`config.mk`:
```
export PLATFORM = sky130hd
export DESIGN_NAME = line_write_merge
export DESIGN_NICKNAME = d
export VERILOG_FILES = /design/src/rtl/line_write_merge.sv
export SDC_FILE = /design/constraint.sdc
export NUM_CORES = 1
export LEC_CHECK = 0
export ABC_CLOCK_PERIOD_IN_PS = 2590
export CORE_UTILIZATION = 30
export DETAILED_ROUTE_END_ITERATION = 10
export SLEW_MARGIN = 20
export SYNTH_ARGS = -nofsm -noshare
export SYNTH_HDL_FRONTEND = slang
export SYNTH_SLANG_ARGS = --single-unit
```
`constraint.sdc`:
```
create_clock -name clk -period 2.59 [get_ports clk]
set_input_delay 0.518 -clock clk [delete_from_list [all_inputs] [get_ports clk]]
set_output_delay 0.518 -clock clk [all_outputs]
set_load 0.02 [all_outputs]
```
`src/rtl/line_write_merge.sv`:
```
// line_write_merge: merges 16-bit LC-3b stores into a 128-bit line with a per-byte dirty mask and writes it back.
// Define LINE_WMERGE_COALESCE_EN to coalesce same-line stores; otherwise every store is written back on its own.
module line_write_merge (
  input  logic         clk,
  input  logic         reset_n,
  input  logic         st_valid,
  input  logic [15:0]  st_addr,
  input  logic [15:0]  st_wdata,
  input  logic [1:0]   st_byte_en,
  output logic         st_ready,
  input  logic         flush,
  output logic         flush_done,
  output logic         wb_req,
  output logic [15:0]  wb_addr,
  output logic [127:0] wb_data,
  output logic [15:0]  wb_mask,
  input  logic         wb_resp
);
  typedef enum logic [1:0] {EMPTY, FILL, WB} state_t;
  state_t       r_state, w_state_nxt;
  logic [11:0]  r_tag;
  logic [127:0] r_data, w_data_mrg;
  logic [15:0]  r_mask, w_mask_mrg;
  logic         r_flush_wb, w_flush_wb_nxt;
  logic         r_flush_done, r_flush_ack, w_flush_done_nxt;
  logic         w_accept, w_unused;
  logic [3:0]   w_b0, w_b1;

  assign w_b0     = {st_addr[3:1], 1'b0};
  assign w_b1     = {st_addr[3:1], 1'b1};
  assign w_unused = st_addr[0];
`ifdef LINE_WMERGE_COALESCE_EN
  logic w_hit;
  assign w_hit    = st_addr[15:4] == r_tag;
  assign st_ready = (|st_byte_en) & ~flush &
                    ((r_state == EMPTY) | ((r_state == FILL) & w_hit & (r_mask != 16'hFFFF)));
`else
  assign st_ready = (|st_byte_en) & ~flush & (r_state == EMPTY);
`endif
  assign w_accept   = st_valid & st_ready;
  assign wb_req     = r_state == WB;
  assign wb_addr    = {r_tag, 4'h0};
  assign wb_data    = r_data;
  assign wb_mask    = r_mask;
  assign flush_done = r_flush_done;

  // A new line starts from an empty mask; old data bytes stay but are not dirty
  always_comb begin
    w_mask_mrg = (r_state == EMPTY) ? 16'h0 : r_mask;
    w_data_mrg = r_data;
    if (st_byte_en[0]) begin
      w_mask_mrg[w_b0] = 1'b1;
      w_data_mrg[{w_b0, 3'b000} +: 8] = st_wdata[7:0];
    end
    if (st_byte_en[1]) begin
      w_mask_mrg[w_b1] = 1'b1;
      w_data_mrg[{w_b1, 3'b000} +: 8] = st_wdata[15:8];
    end
  end

  always_comb begin
    w_state_nxt    = r_state;
    w_flush_wb_nxt = r_flush_wb;
    case (r_state)
      EMPTY: w_state_nxt = w_accept ? FILL : EMPTY;
      FILL: begin
`ifdef LINE_WMERGE_COALESCE_EN
        if (flush | (st_valid & (|st_byte_en) & ~w_hit) | (r_mask == 16'hFFFF)) begin
          w_state_nxt    = WB;
          w_flush_wb_nxt = flush;
        end
`else
        w_state_nxt    = WB;
        w_flush_wb_nxt = flush;
`endif
      end
      WB:      w_state_nxt = wb_resp ? EMPTY : WB;
      default: w_state_nxt = EMPTY;
    endcase
  end

  // r_flush_ack keeps a held flush from pulsing flush_done more than once
  assign w_flush_done_nxt = flush & (((r_state == WB) & wb_resp & r_flush_wb) |
                                     ((r_state == EMPTY) & ~r_flush_ack));

  always_ff @(posedge clk or negedge reset_n) begin
    if (!reset_n) begin
      r_state      <= EMPTY;
      r_tag        <= 12'h0;
      r_data       <= 128'h0;
      r_mask       <= 16'h0;
      r_flush_wb   <= 1'b0;
      r_flush_done <= 1'b0;
      r_flush_ack  <= 1'b0;
    end else begin
      r_state      <= w_state_nxt;
      r_flush_wb   <= w_flush_wb_nxt;
      r_flush_done <= w_flush_done_nxt;
      r_flush_ack  <= flush & (r_flush_ack | w_flush_done_nxt);
      if (w_accept) begin
        r_tag  <= st_addr[15:4];
        r_data <= w_data_mrg;
        r_mask <= w_mask_mrg;
      end else if ((r_state == WB) & wb_resp) begin
        r_mask <= 16'h0;
      end
    end
  end
endmodule
```
# After elaboration in Yosys (flattened, before gate mapping)
# Index checks and enable logic that the tools add are counted.
# word_totals
elab_cells	54
input_bits	39
regBits	161
output_inout_bits	163
# classes
mux	16
bitwise	14
shift	4
magnitude_cmp	4
reduce_logical	5
n_addsub	2
n_eq_ne	2
# op_table
op	n
128-bit bitwise mux	2
128-bit 2-to-1 mux	2
8-bit by 9-bit variable shift with 128-bit output (first input constant)	2
8-bit by 9-bit variable part select with 128-bit output	2
16-bit 2-to-1 mux	5
7-bit negation with 9-bit output	2
16-bit by 15-bit bitwise OR with 16-bit output	1
16-bit bitwise OR	1
4-bit by 5-bit less-than comparator with 1-bit output (second input constant)	2
1-bit AND	8
4-bit by 1-bit greater-or-equal comparator with 1-bit output (second input constant)	2
1-bit demux with 3-bit select	2
2-bit one-hot mux with 3 select lines	1
1-bit 2-to-1 mux	3
2-bit by 1-bit equality test with 1-bit output (second input constant)	1
2-bit equality test (second input constant)	1
1-bit logical AND	2
2-bit logical NOT	1
2-bit 2-to-1 mux	1
1-bit NOT	2
1-bit bitwise OR	2
2-bit nonzero test	1
2-bit OR reduction	1

# Longest topological paths before layout
# Gate-level depths: netlist of the first run.
# logic_depth
word_depth	9
depth_mapped	10

# Worst setup path before layout of the first run
# OpenSTA, ideal clock, no wires.
# synth_timing
kind	input -> register
start	input port st_addr[1]
end	register r_data[64], in the netlist wb_data[64]
n_path_buf	3
setup_ns	0.125
cell_stages	9
t_arrival_ns	3.102
setup_slack_ns	-0.637
cell_sequence	clkbuf_1 > clkbuf_1 > inv_1 > ha_1 > ha_1 > buf_2 > or3b_2 > a2111oi_4 > mux2_2
# synth_between
elab_chain_cells	6
# synth_lines
element	line_no	text
start, declared	7	input logic [15:0] st_addr,
7-bit negation with 9-bit output	53	w_data_mrg[{w_b0, 3'b000} +: 8] = st_wdata[7:0];
8-bit by 9-bit variable part select with 128-bit output / 8-bit by 9-bit variable shift with 128-bit output (equally long branches)	53	
128-bit bitwise mux	53	
128-bit 2-to-1 mux	51	if (st_byte_en[0]) begin
128-bit bitwise mux	57	w_data_mrg[{w_b1, 3'b000} +: 8] = st_wdata[15:8];
128-bit 2-to-1 mux (*)	55	if (st_byte_en[1]) begin
end signal, assigned	102	r_data <= w_data_mrg;
end, declared	22	logic [127:0] r_data, w_data_mrg;
# Every way passes the cells marked *; elsewhere a longest branch is shown, timed or not.
# A chain may end at the register's enable or synchronous reset.

# Final worst setup path of the first run
# layout_timing
start	input port st_addr[1]
end	register r_data[66], in the netlist wb_data[66]
# Same word-level chain as after synthesis.

==> results of run 1 <==
## state kept, by name (all words and copies together) (netlist names)
name / count
flush_done: 1
r_flush_ack: 1
r_flush_wb: 1
r_state: 2
r_tag: 12
wb_data: 128
wb_mask: 16
## kinds of logic after synthesis
kind of cell | share of synthesized area [%]
adders and majority gates | 1.25
other | 0.0536
AOI/OAI and AO/OA | 2.33
muxes | 21.9
DFF | 57.6
buffers and inverters | 4.44
and+or+nand+nor | 12.4
## worst paths after layout
check                                     start  slack (ns)                        to  cells past startpoint
max                                  st_addr[1]        0.23   wb_data[66]$_DFFE_PN0P_                      8
min                                     reset_n        0.07  wb_data[118]$_DFFE_PN0P_                      1
max reg2reg                r_state[0]$_DFF_PN0_        0.36   wb_data[66]$_DFFE_PN0P_                      5
min reg2reg                r_tag[9]$_DFFE_PN0P_        0.51      r_tag[9]$_DFFE_PN0P_                      1
max in group asynchronous               reset_n        1.83    wb_data[0]$_DFFE_PN0P_                      2
min in group clk           r_tag[9]$_DFFE_PN0P_        0.51      r_tag[9]$_DFFE_PN0P_                      1
## area by class of cell
type	instances	share of cell area (%)
inverter	46	1.69
multi-input combinational	327	26.5
clock inverter	15	1.39
clock buffer	17	4.10
sequential	161	38.9
timing repair buffer	248	23.7
tap	313	3.78
## cell usage after synthesis
master,instances
dfrtp_1,161
mux2_2,99
nand2_1,59
inv_1,46
mux2i_1,42
and2_1,28
o21ai_0,20
nand4_1,19
clkbuf_1,14
and3_1,8
ha_1,7
nand3_1,6
buf_4,4
nor3b_1,4
buf_1,3
buf_6,3
nor2_1,3
nor2b_1,3
nor4_4,3
nor4bb_1,3
buf_2,2
nand2b_1,2
nor3_1,2
nor3_2,2
a2111oi_4,1
a21oi_1,1
a31oi_1,1
and3b_1,1
conb_1,1
nand3b_1,1
nor3_4,1
nor4b_2,1
o21a_1,1
o311ai_0,1
o31ai_1,1
or2b_1,1
or3b_2,1
or4b_1,1
## metal layers
layer	up-vias	global-route usage [%]	part of all wire [%]
met2	149	26.4	46
li1	2381	-	-
met3	10	6.28	7.2
met5	-	0	0
met4	0	3.25	0.62
met1	2516	22.7	46
## worst register-to-register path, delay by kind of cell, from the launching register on
| kind | cells | cell delay [ns] |
|---|---|---|
| flops | 1 | 0.48 |
| simple gates | 1 | 0.55 |
| mux | 1 | 0.30 |
| buf+inv | 2 | 0.40 |
| compound gates | 1 | 0.39 |
## power by group
group	total [uW]	switching, uW	internal, uW
Combinational	1900	971	927
Sequential	3050	196	2860
Clock	2460	1180	1280
## metrics by stage
stage	utilization (%)	hold slack (ns)	area, sq um
6_report	45.5	0.0670	10400
5_1_grt	45.5	0.0979	10400
4_1_cts	45.5	0.0794	10400
3_5_place_dp	43.0	0.484	9790
3_3_place_gp	43.0	0.484	9790
2_1_floorplan	-	0.222	7100
==> key figures, run 1 <==
Layout
  – # fillers: 2116
  – Most frequent cells in the layout: clkdlybuf4s50_1, dfrtp_1, mux2_2
  – Multi-input logic area: 0.00275 sq mm
  – Register Area: 0.00403 sq mm
  – Non-Filler Instances: 1127
  – Area Growth Syn to Fin: 48.2%
  – # nets final: 847
  – Antenna diodes: 0
  – Share of layout cells above drive strength 1: 24.4%
  – Most common cell after layout, fill and taps aside: clkdlybuf4s50_1

Routing
  – Total wire length: 19600 um
  – Antenna Nets Post-Route: 0
  – Drt initial violations: 145
  – WL/cell: 17.4 um
  – Vias after detailed routing: 5056
  – DRC viols: 0
  – DR pass1 iterations: 4
  – Avg Vias per Cell: 4.49

Logic synthesis
  – Top post-synthesis cells by area: dfrtp_1, mux2_2, mux2i_1
  – Synthesized flop and latch total: 161
  – Seq/Total Area, Yosys: 57.6%
  – Syn_area_per_cell: 12.6 sq um
  – Post-synthesis cell count: 557
  – Warnings, synthesis: 0
  – Area leader, netlist: dfrtp_1
  – Cell variety after synth: 38
  – Top cell type's share of synthesized area: 57.6%
  – Synth Cell Area: 0.00699 sq mm

Setup path
  – CP Data Required Time: 2.89 ns
  – Crit path arrival time: 2.67 ns
  – Worst-path fanout max: 8
  – Worst path slowest cell: clkdlybuf4s50_1
  – CP peak stage delay: 0.53 ns
  – CP Capture Type: flop
  – Worst path bufs/invs: 3
  – Critical Path Source Type: primary input
  – CP most frequent cell: ha_4
  – Crit Path Class: in2reg
  – CP delay by family, top: buffers and inverters
  – Crit path cell chain: clkdlybuf4s50_1, inv_4, ha_4, ha_4, or3b_4, a2111oi_4, buf_12, mux2_4

Job
  – Max cap viols: 0

Timing
  – Max Transition Viols Final: 0
  – Unrepaired setup endpoints after global routing: false
  – Setup Total Neg Slack: 0 ns
  – Final WS setup: 0.226 ns
  – Relative slew slack: 33.2%
  – Fin crit period: 2.36 ns
  – Final hold vios: 0
  – Slew @ Worst Pin: 0.993 ns
  – Setup violators final: 0
  – Skew final: 0.00983 ns
  – Fin crit share: 91.3%
  – Maximum clock frequency: 423 MHz

CTS
  – Clk sinks: 161
  – Clock buffer depth: 2
  – Inserted Clock Buffers: 17
  – Clock Latency Late Sink: 0.43 ns
  – CTS Hold Bufs: 0
  – CTS-repair resized insts: 0
  – CTS root buf: clkbuf_16
  – CTS tree: done
  – Clock Pin Slew Worst Setup and Hold Paths: 0.07 ns
  – H-tree levels: 4
  – Postcts setup bufs: 0

Status
  – Status: complete, no violations

Floorplan
  – Core box area: 0.0228 sq mm
  – Initial core utilization: 30.7%
  – Die height: 155 um
  – IO Count: 202
  – Row cnt: 55
  – Die Wd: 155 um
  – Die area: 0.0239 sq mm

Global route
  – First-pass GRT wire length: 31000 um
  – Remaining Overflow, GRT: 0
  – All-layer global routing usage: 17.0%
  – Initial antenna violation count: 0
  – Largest net degree at the start of global routing: 59
  – Vias in the first global route: 5170

Place
  – Post-Place Cells: 1095
  – GP Congestion: 0.753
  – Pre-CTS WS: -0.202 ns
  – Port bufs: 196
  – Dpl hpwl: 13800 um

Power and ir drop
  – Power, Total: 7410 uW
  – Power per cell area: 715 mW/mm^2
  – Static leakage: 0.00478 uW
  – Worst VDD drop: 0.000373 V

Hold path
  – Worst hold path type: in2async
No activity file was read; power rests on OpenSTA's default activity.
==> run 2, diff against run 1 <==
--- a/config.mk
+++ b/config.mk
@@ -6,6 +6,8 @@
 export NUM_CORES = 1
 export LEC_CHECK = 0
 export ABC_CLOCK_PERIOD_IN_PS = 2590
+export CAP_MARGIN = 20
+export CORE_MARGIN = 8
 export CORE_UTILIZATION = 30
 export DETAILED_ROUTE_END_ITERATION = 10
 export SLEW_MARGIN = 20
==> run 2 against run 1 <==
Critical path type is now in2out. First-iteration DRC count rose by 79%. Hold slack got worse by 0.036 ns. Clock power rose by 4%.
==> key figures, run 2 (same netlist as run 1, synthesis figures left out) <==
Layout
  – Register Area: 0.00403 sq mm (unchanged)
  – Most common cell after layout, fill and taps aside: clkdlybuf4s50_1
  – # nets final: 853 (+0.71%)
  – # fillers: 2156 (+1.9%)
  – Max reg flops: 128 (unchanged)
  – Share of layout cells above drive strength 1: 24.8% (+0.31 points)
  – Design area: 0.0104 sq mm (+0.53%)
  – Antenna diodes: 0 (unchanged)
  – Area Growth Syn to Fin: 49.0%
  – Most frequent cells in the layout: clkdlybuf4s50_1, dfrtp_1, mux2_2
  – Multi-input logic area: 0.00274 sq mm (-0.36%)

Power and ir drop
  – Reg power frac: 40.8% (-0.4 points)
  – Net switching power: 2370 uW (+0.93%)
  – Sw Share: 31.5% (-0.21 points)
  – Power per cell area: 723 mW/mm^2 (+1.1%)
  – Comb power frac: 25.3% (-0.3 points)
  – P_int: 5160 uW (+1.9%)
  – Worst VDD drop: 0.000371 V (-0.52%)
  – Static leakage: 0.00481 uW (+0.58%)
  – Clock power frac: 33.9% (+0.7 points)

Floorplan
  – Initial core utilization: 30.2% (-0.55 points)
  – Row cnt: 56 (+1.8%)
  – Die Wd: 169 um (+9.1%)
  – Die height: 169 um (+9.1%)
  – Core box area: 0.0232 sq mm (+1.8%)
  – IO Count: 202 (unchanged)
  – Die area: 0.0285 sq mm (+19%)

Setup path
  – CP Data Required Time: 2.07 ns (-0.82 ns)
  – CP delay by family, top: buffers and inverters
  – Stages on the worst setup path: 5 (-3)
  – Reg2reg setup slack: 0.35 ns (about the same)
  – Crit Path Class: in2out
  – Crit path arrival time: 1.84 ns (-0.83 ns)
  – Crit path cell chain: clkdlybuf4s50_1, buf_4, nor3_1, nor2b_1, dlygate4sd2_1
  – Worst path slowest cell: clkdlybuf4s50_1
  – Critical Path Source Type: primary input
  – Worst path bufs/invs: 3 (unchanged)
  – Worst-path fanout max: 2 (-6)
  – CP peak stage delay: 0.44 ns (-0.09 ns)
  – CP Capture Type: output pin
  – Worst r2r dst: wb_data[65]$_DFFE_PN0P_
  – R2R Path Start: r_state[0]$_DFF_PN0_
  – Worst Reg-to-Reg Cells: 5 (unchanged)

CTS
  – CTS Hold Bufs: 0 (unchanged)
  – H-tree levels: 4 (unchanged)
  – Clock buffer depth: 2 (unchanged)
  – CTS-repair resized insts: 1 (+1)
  – CTS tree: done
  – Clock Latency Late Sink: 0.43 ns (about the same)
  – CTS root buf: clkbuf_16
  – Inserted Clock Buffers: 17 (unchanged)
  – Clk sinks: 161 (unchanged)
  – Postcts setup bufs: 0 (unchanged)
  – Clock Pin Slew Worst Setup and Hold Paths: 0.07 ns (about the same)

Timing
  – Maximum clock frequency: 424 MHz (+0.27%)
  – Setup violators final: 0 (unchanged)
  – Fin crit period: 2.36 ns (-0.00632 ns)
  – Fin crit share: 91.0% (-0.24 points)
  – Final hold vios: 0 (unchanged)
  – Max Transition Viols Final: 0 (unchanged)
  – Final WS setup: 0.232 ns (+0.00632 ns)
  – Relative slew slack: 32.5% (-0.72 points)
  – Unrepaired setup endpoints after global routing: false
  – Slew @ Worst Pin: 1.00 ns (+0.0108 ns)
  – Skew final: 0.0104 ns (+0.000544 ns)

Routing
  – Drt initial violations: 259 (+79%)
  – Avg Vias per Cell: 4.45 (-0.80%)
  – Total wire length: 20800 um (+6.3%)
  – DRC viols: 0 (unchanged)
  – Vias after detailed routing: 5069 (+0.26%)
  – Antenna Nets Post-Route: 0 (unchanged)
  – DR pass1 iterations: 4 (unchanged)
  – WL/cell: 18.3 um (+5.2%)

Job
  – Max cap viols: 0 (unchanged)

Global route
  – First-pass GRT wire length: 32900 um (+6.4%)
  – Vias in the first global route: 5585 (+8.0%)
  – Remaining Overflow, GRT: 0 (unchanged)
  – Initial antenna violation count: 0 (unchanged)
  – All-layer global routing usage: 14.9% (-2.1 points)
  – Largest net degree at the start of global routing: 58 (-1.7%)

Place
  – Pre-CTS WS: -0.199 ns (+0.00299 ns)
  – Dpl hpwl: 15300 um (+11%)
  – Placed cell areas: 0.00984 sq mm (+0.49%)
  – GP Congestion: 0.760 (+1.0%)
  – Port bufs: 196 (unchanged)

Hold path
  – Worst hold path type: in2async

Status
  – Status: complete, no violations
==> run 2: worst max path at each step <==
stage                                   end  slack (ns)       start
floorplan           wb_data[64]$_DFFE_PN0P_       -0.17  st_addr[1]
global placement    wb_data[69]$_DFFE_PN0P_       -0.18  st_addr[1]
finish                             st_ready        0.23       flush
detailed placement  wb_data[66]$_DFFE_PN0P_       -0.20  st_addr[1]
CTS                                st_ready        0.20       flush
global route                       st_ready        0.13       flush
==> run 2: stage by stage <==
stage	hold WS (ns)	util (%)	std cells	total power, uW	setup TNS, ns
floorplan	0.222	-	560	3970	-1.91
global placement	0.480	42.4	1107	5030	-4.51
detailed placement	0.486	42.4	1107	5050	-5.86
CTS	0.0283	44.9	1139	7640	0
global route	0.0466	44.9	1139	7900	0
finish	0.0314	44.9	1139	7530	0
==> run 2: routing by layer <==
layer  wire length, um  vias up  track usage, %
met5                 0        -               0
met3              1780        7            6.03
met1              9400     2520            19.1
li1                  -     2389               -
met4               101        0            2.68
met2              9510      153            23.5
==> run 2: area by class of cell <==
cell class,instances,share of cell area (%)
multi-input combinational,327,26.2
tap,319,3.83
sequential,161,38.7
timing repair buffer,254,24.0
clock inverter,15,1.54
clock buffer,17,4.08
inverter,46,1.68
==> run 2: power by group through the flow <==
stage               sequential, uW  combinational [uW]  clock, uW
floorplan                     3490                 479          0
global placement              3110                1920          0
detailed placement            3110                1940          0
CTS                           3070                1940       2620
global route                  3110                2050       2730
finish                        3070                1910       2560
==> run 3, diff against run 2 <==
--- a/config.mk
+++ b/config.mk
@@ -7,8 +7,9 @@
 export LEC_CHECK = 0
 export ABC_CLOCK_PERIOD_IN_PS = 2590
 export CAP_MARGIN = 20
+export CORE_ASPECT_RATIO = 1.25
 export CORE_MARGIN = 8
-export CORE_UTILIZATION = 30
+export CORE_UTILIZATION = 35
 export DETAILED_ROUTE_END_ITERATION = 10
 export SLEW_MARGIN = 20
 export SYNTH_ARGS = -nofsm -noshare
==> run 3 against run 2 <==
Sequential cell count stayed put. Largest power group unchanged. Critical endpoint is now wb_data[68]$_DFFE_PN0P_. Non-clock buffer count is 2 lower. Clock-buffer cell count is 1 higher. Largest cell class unchanged. Clock skew is 0.0019 ns lower. Core utilization is 6.9 points higher. Sequential power hardly changed.
==> key figures, run 3 (same netlist as run 1, synthesis figures left out) <==
Status
  – Status: complete, no violations

Timing
  – Final hold vios: 0 (unchanged)
  – Relative slew slack: 32.2% (-0.32 points)
  – Skew final: 0.00844 ns (-0.00194 ns)
  – Maximum clock frequency: 405 MHz (-4.5%)
  – Fin crit period: 2.47 ns (+0.112 ns)
  – Fin crit share: 95.4% (+4.3 points)
  – Slew @ Worst Pin: 1.01 ns (+0.00482 ns)
  – Max Transition Viols Final: 0 (unchanged)
  – Setup violators final: 0 (unchanged)
  – Final WS setup: 0.120 ns (-0.112 ns)
  – Unrepaired setup endpoints after global routing: false

Setup path
  – CP most frequent cell: ha_4
  – Crit path cell chain: clkdlybuf4s50_1, inv_1, ha_4, ha_4, or3b_4, a2111oi_4, buf_12, mux2_4
  – Worst-path fanout max: 8 (+6)
  – Crit Path Class: in2reg
  – CP Data Required Time: 2.89 ns (+0.82 ns)
  – CP Capture Type: flop
  – Crit path arrival time: 2.77 ns (+0.93 ns)
  – Critical Path Source Type: primary input
  – Worst path slowest cell: clkdlybuf4s50_1
  – CP peak stage delay: 0.52 ns (+0.08 ns)

Power and ir drop
  – Static leakage: 0.00479 uW (-0.51%)
  – Power, Total: 7410 uW (-1.7%)
  – Worst VDD drop: 0.000411 V (+11%)
  – Power per cell area: 719 mW/mm^2 (-0.54%)

Layout
  – Most frequent cells in the layout: clkdlybuf4s50_1, dfrtp_1, mux2_2
  – Most common cell after layout, fill and taps aside: clkdlybuf4s50_1
  – Antenna diodes: 0 (unchanged)
  – Area Growth Syn to Fin: 47.3%
  – Max reg flops: 128 (unchanged)
  – Share of layout cells above drive strength 1: 24.3% (-0.46 points)
  – # nets final: 851 (-0.23%)

Global route
  – Initial antenna violation count: 1 (+1)
  – Vias in the first global route: 5710 (+2.2%)
  – Remaining Overflow, GRT: 0 (unchanged)
  – Largest net degree at the start of global routing: 66 (+14%)
  – First-pass GRT wire length: 33300 um (+1.3%)
  – All-layer global routing usage: 17.4% (+2.5 points)

Place
  – Dpl hpwl: 15800 um (+3.5%)
  – GP Congestion: 0.758 (-0.33%)
  – Pre-CTS WS: -0.282 ns (-0.0830 ns)
  – Port bufs: 196 (unchanged)

Routing
  – Drt initial violations: 286 (+10%)
  – Antenna Nets Post-Route: 0 (unchanged)
  – Avg Vias per Cell: 4.77 (+7.2%)
  – DRC viols: 0 (unchanged)
  – WL/cell: 19.5 um (+6.7%)
  – DR pass1 iterations: 4 (unchanged)
  – Total wire length: 21100 um (+1.6%)
  – Vias after detailed routing: 5175 (+2.1%)

Job
  – Max cap viols: 0 (unchanged)

CTS
  – Inserted Clock Buffers: 17 (unchanged)
  – H-tree levels: 4 (unchanged)
  – CTS tree: done
  – Clk sinks: 161 (unchanged)
  – CTS root buf: clkbuf_16
  – Clock buffer depth: 2 (unchanged)
  – Clock Pin Slew Worst Setup and Hold Paths: 0.06 ns (about the same)
  – Clock Latency Late Sink: 0.42 ns (about the same)

Floorplan
  – Die area: 0.0248 sq mm (-13%)
  – Die Wd: 142 um (-16%)
  – Die height: 174 um (+3.2%)
  – Core box area: 0.0199 sq mm (-14%)
  – IO Count: 202 (unchanged)
  – Row cnt: 58 (+3.6%)
  – Initial core utilization: 35.2% (+5.0 points)

Hold path
  – Worst hold path type: in2async
run 3: changes by cell type in the layout (fill, tap and decap cells not counted), sizes merged:
| cell | before | now |
|---|---|---|
| inv | 57 | 46 |
| clkbuf | 17 | 18 |
| bufinv | 1 | 2 |
| clkinv | 1 | 7 |
| buf | 59 | 57 |
run 3: through the flow:
step | setup TNS [ns] | utilization [%] | hold WS, ns | area [sq um] | std cells
after floorplan | -1.91 | - | 0.222 | 7100 | 560
final | 0 | 51.8 | 0.112 | 10300 | 1085
after global placement | -6.93 | 49.0 | 0.475 | 9750 | 1056
after CTS | 0 | 51.8 | 0.114 | 10300 | 1085
after detailed placement | -7.93 | 49.0 | 0.486 | 9750 | 1056
after global routing | 0 | 51.8 | 0.142 | 10300 | 1085
run 3: report_power, final:
| group | internal (uW) | switching, uW |
|---|---|---|
| Clock | 1420 | 991 |
| Sequential | 2860 | 215 |
| Combinational | 929 | 988 |
run 3: cell type report:
type,count,area [sq um]
Clock inverter,11,118
Inverter,46,175
Clock buffer,18,439
Tap cell,270,338
Fill cell,1790,9580
Timing Repair Buffer,252,2470
Multi-Input combinational cell,327,2740
Sequential cell,161,4030
run 3: what timing repair did:
| item | 4_1_cts | 5_1_grt |
|---|---|---|
| buffers inserted | 0 | 0 |
| resized for setup | 1 | 0 |
| hold buffers | 0 | 0 |
| endpoints found under the setup margin | 1 | 0 |
run 3: per-layer routing:
metal,wire [um],up-vias,global-route usage (%),share of wire [%]
met5,13,-,0,0.062
met4,264,2,4.70,1.2
met3,1760,24,6.56,8.3
met2,10700,167,30.2,51
met1,8400,2600,19.5,40
li1,-,2382,-,-
run 3: path summary, 6_finish.rpt:
kind / end / start / slack, ns / cells past startpoint
setup reg to reg: wb_data[68]$_DFFE_PN0P_ / r_state[0]$_DFF_PN0_ / 0.37 / 5
max in group asynchronous: wb_data[62]$_DFFE_PN0P_ / reset_n / 1.77 / 2
setup / recovery: wb_data[68]$_DFFE_PN0P_ / st_addr[2] / 0.12 / 8
min in group clk: r_flush_ack$_DFF_PN0_ / r_flush_ack$_DFF_PN0_ / 0.50 / 1
hold reg to reg: r_flush_ack$_DFF_PN0_ / r_flush_ack$_DFF_PN0_ / 0.50 / 1
hold / removal: wb_data[108]$_DFFE_PN0P_ / reset_n / 0.11 / 1
run 3: worst max-delay path: cells and delay by family:
kind | cells | cell delay [ns]
compound gates | 1 | 0.29
fa+ha+maj | 2 | 0.47
buf+inv | 3 | 0.81
mux | 1 | 0.29
simple gates | 1 | 0.39
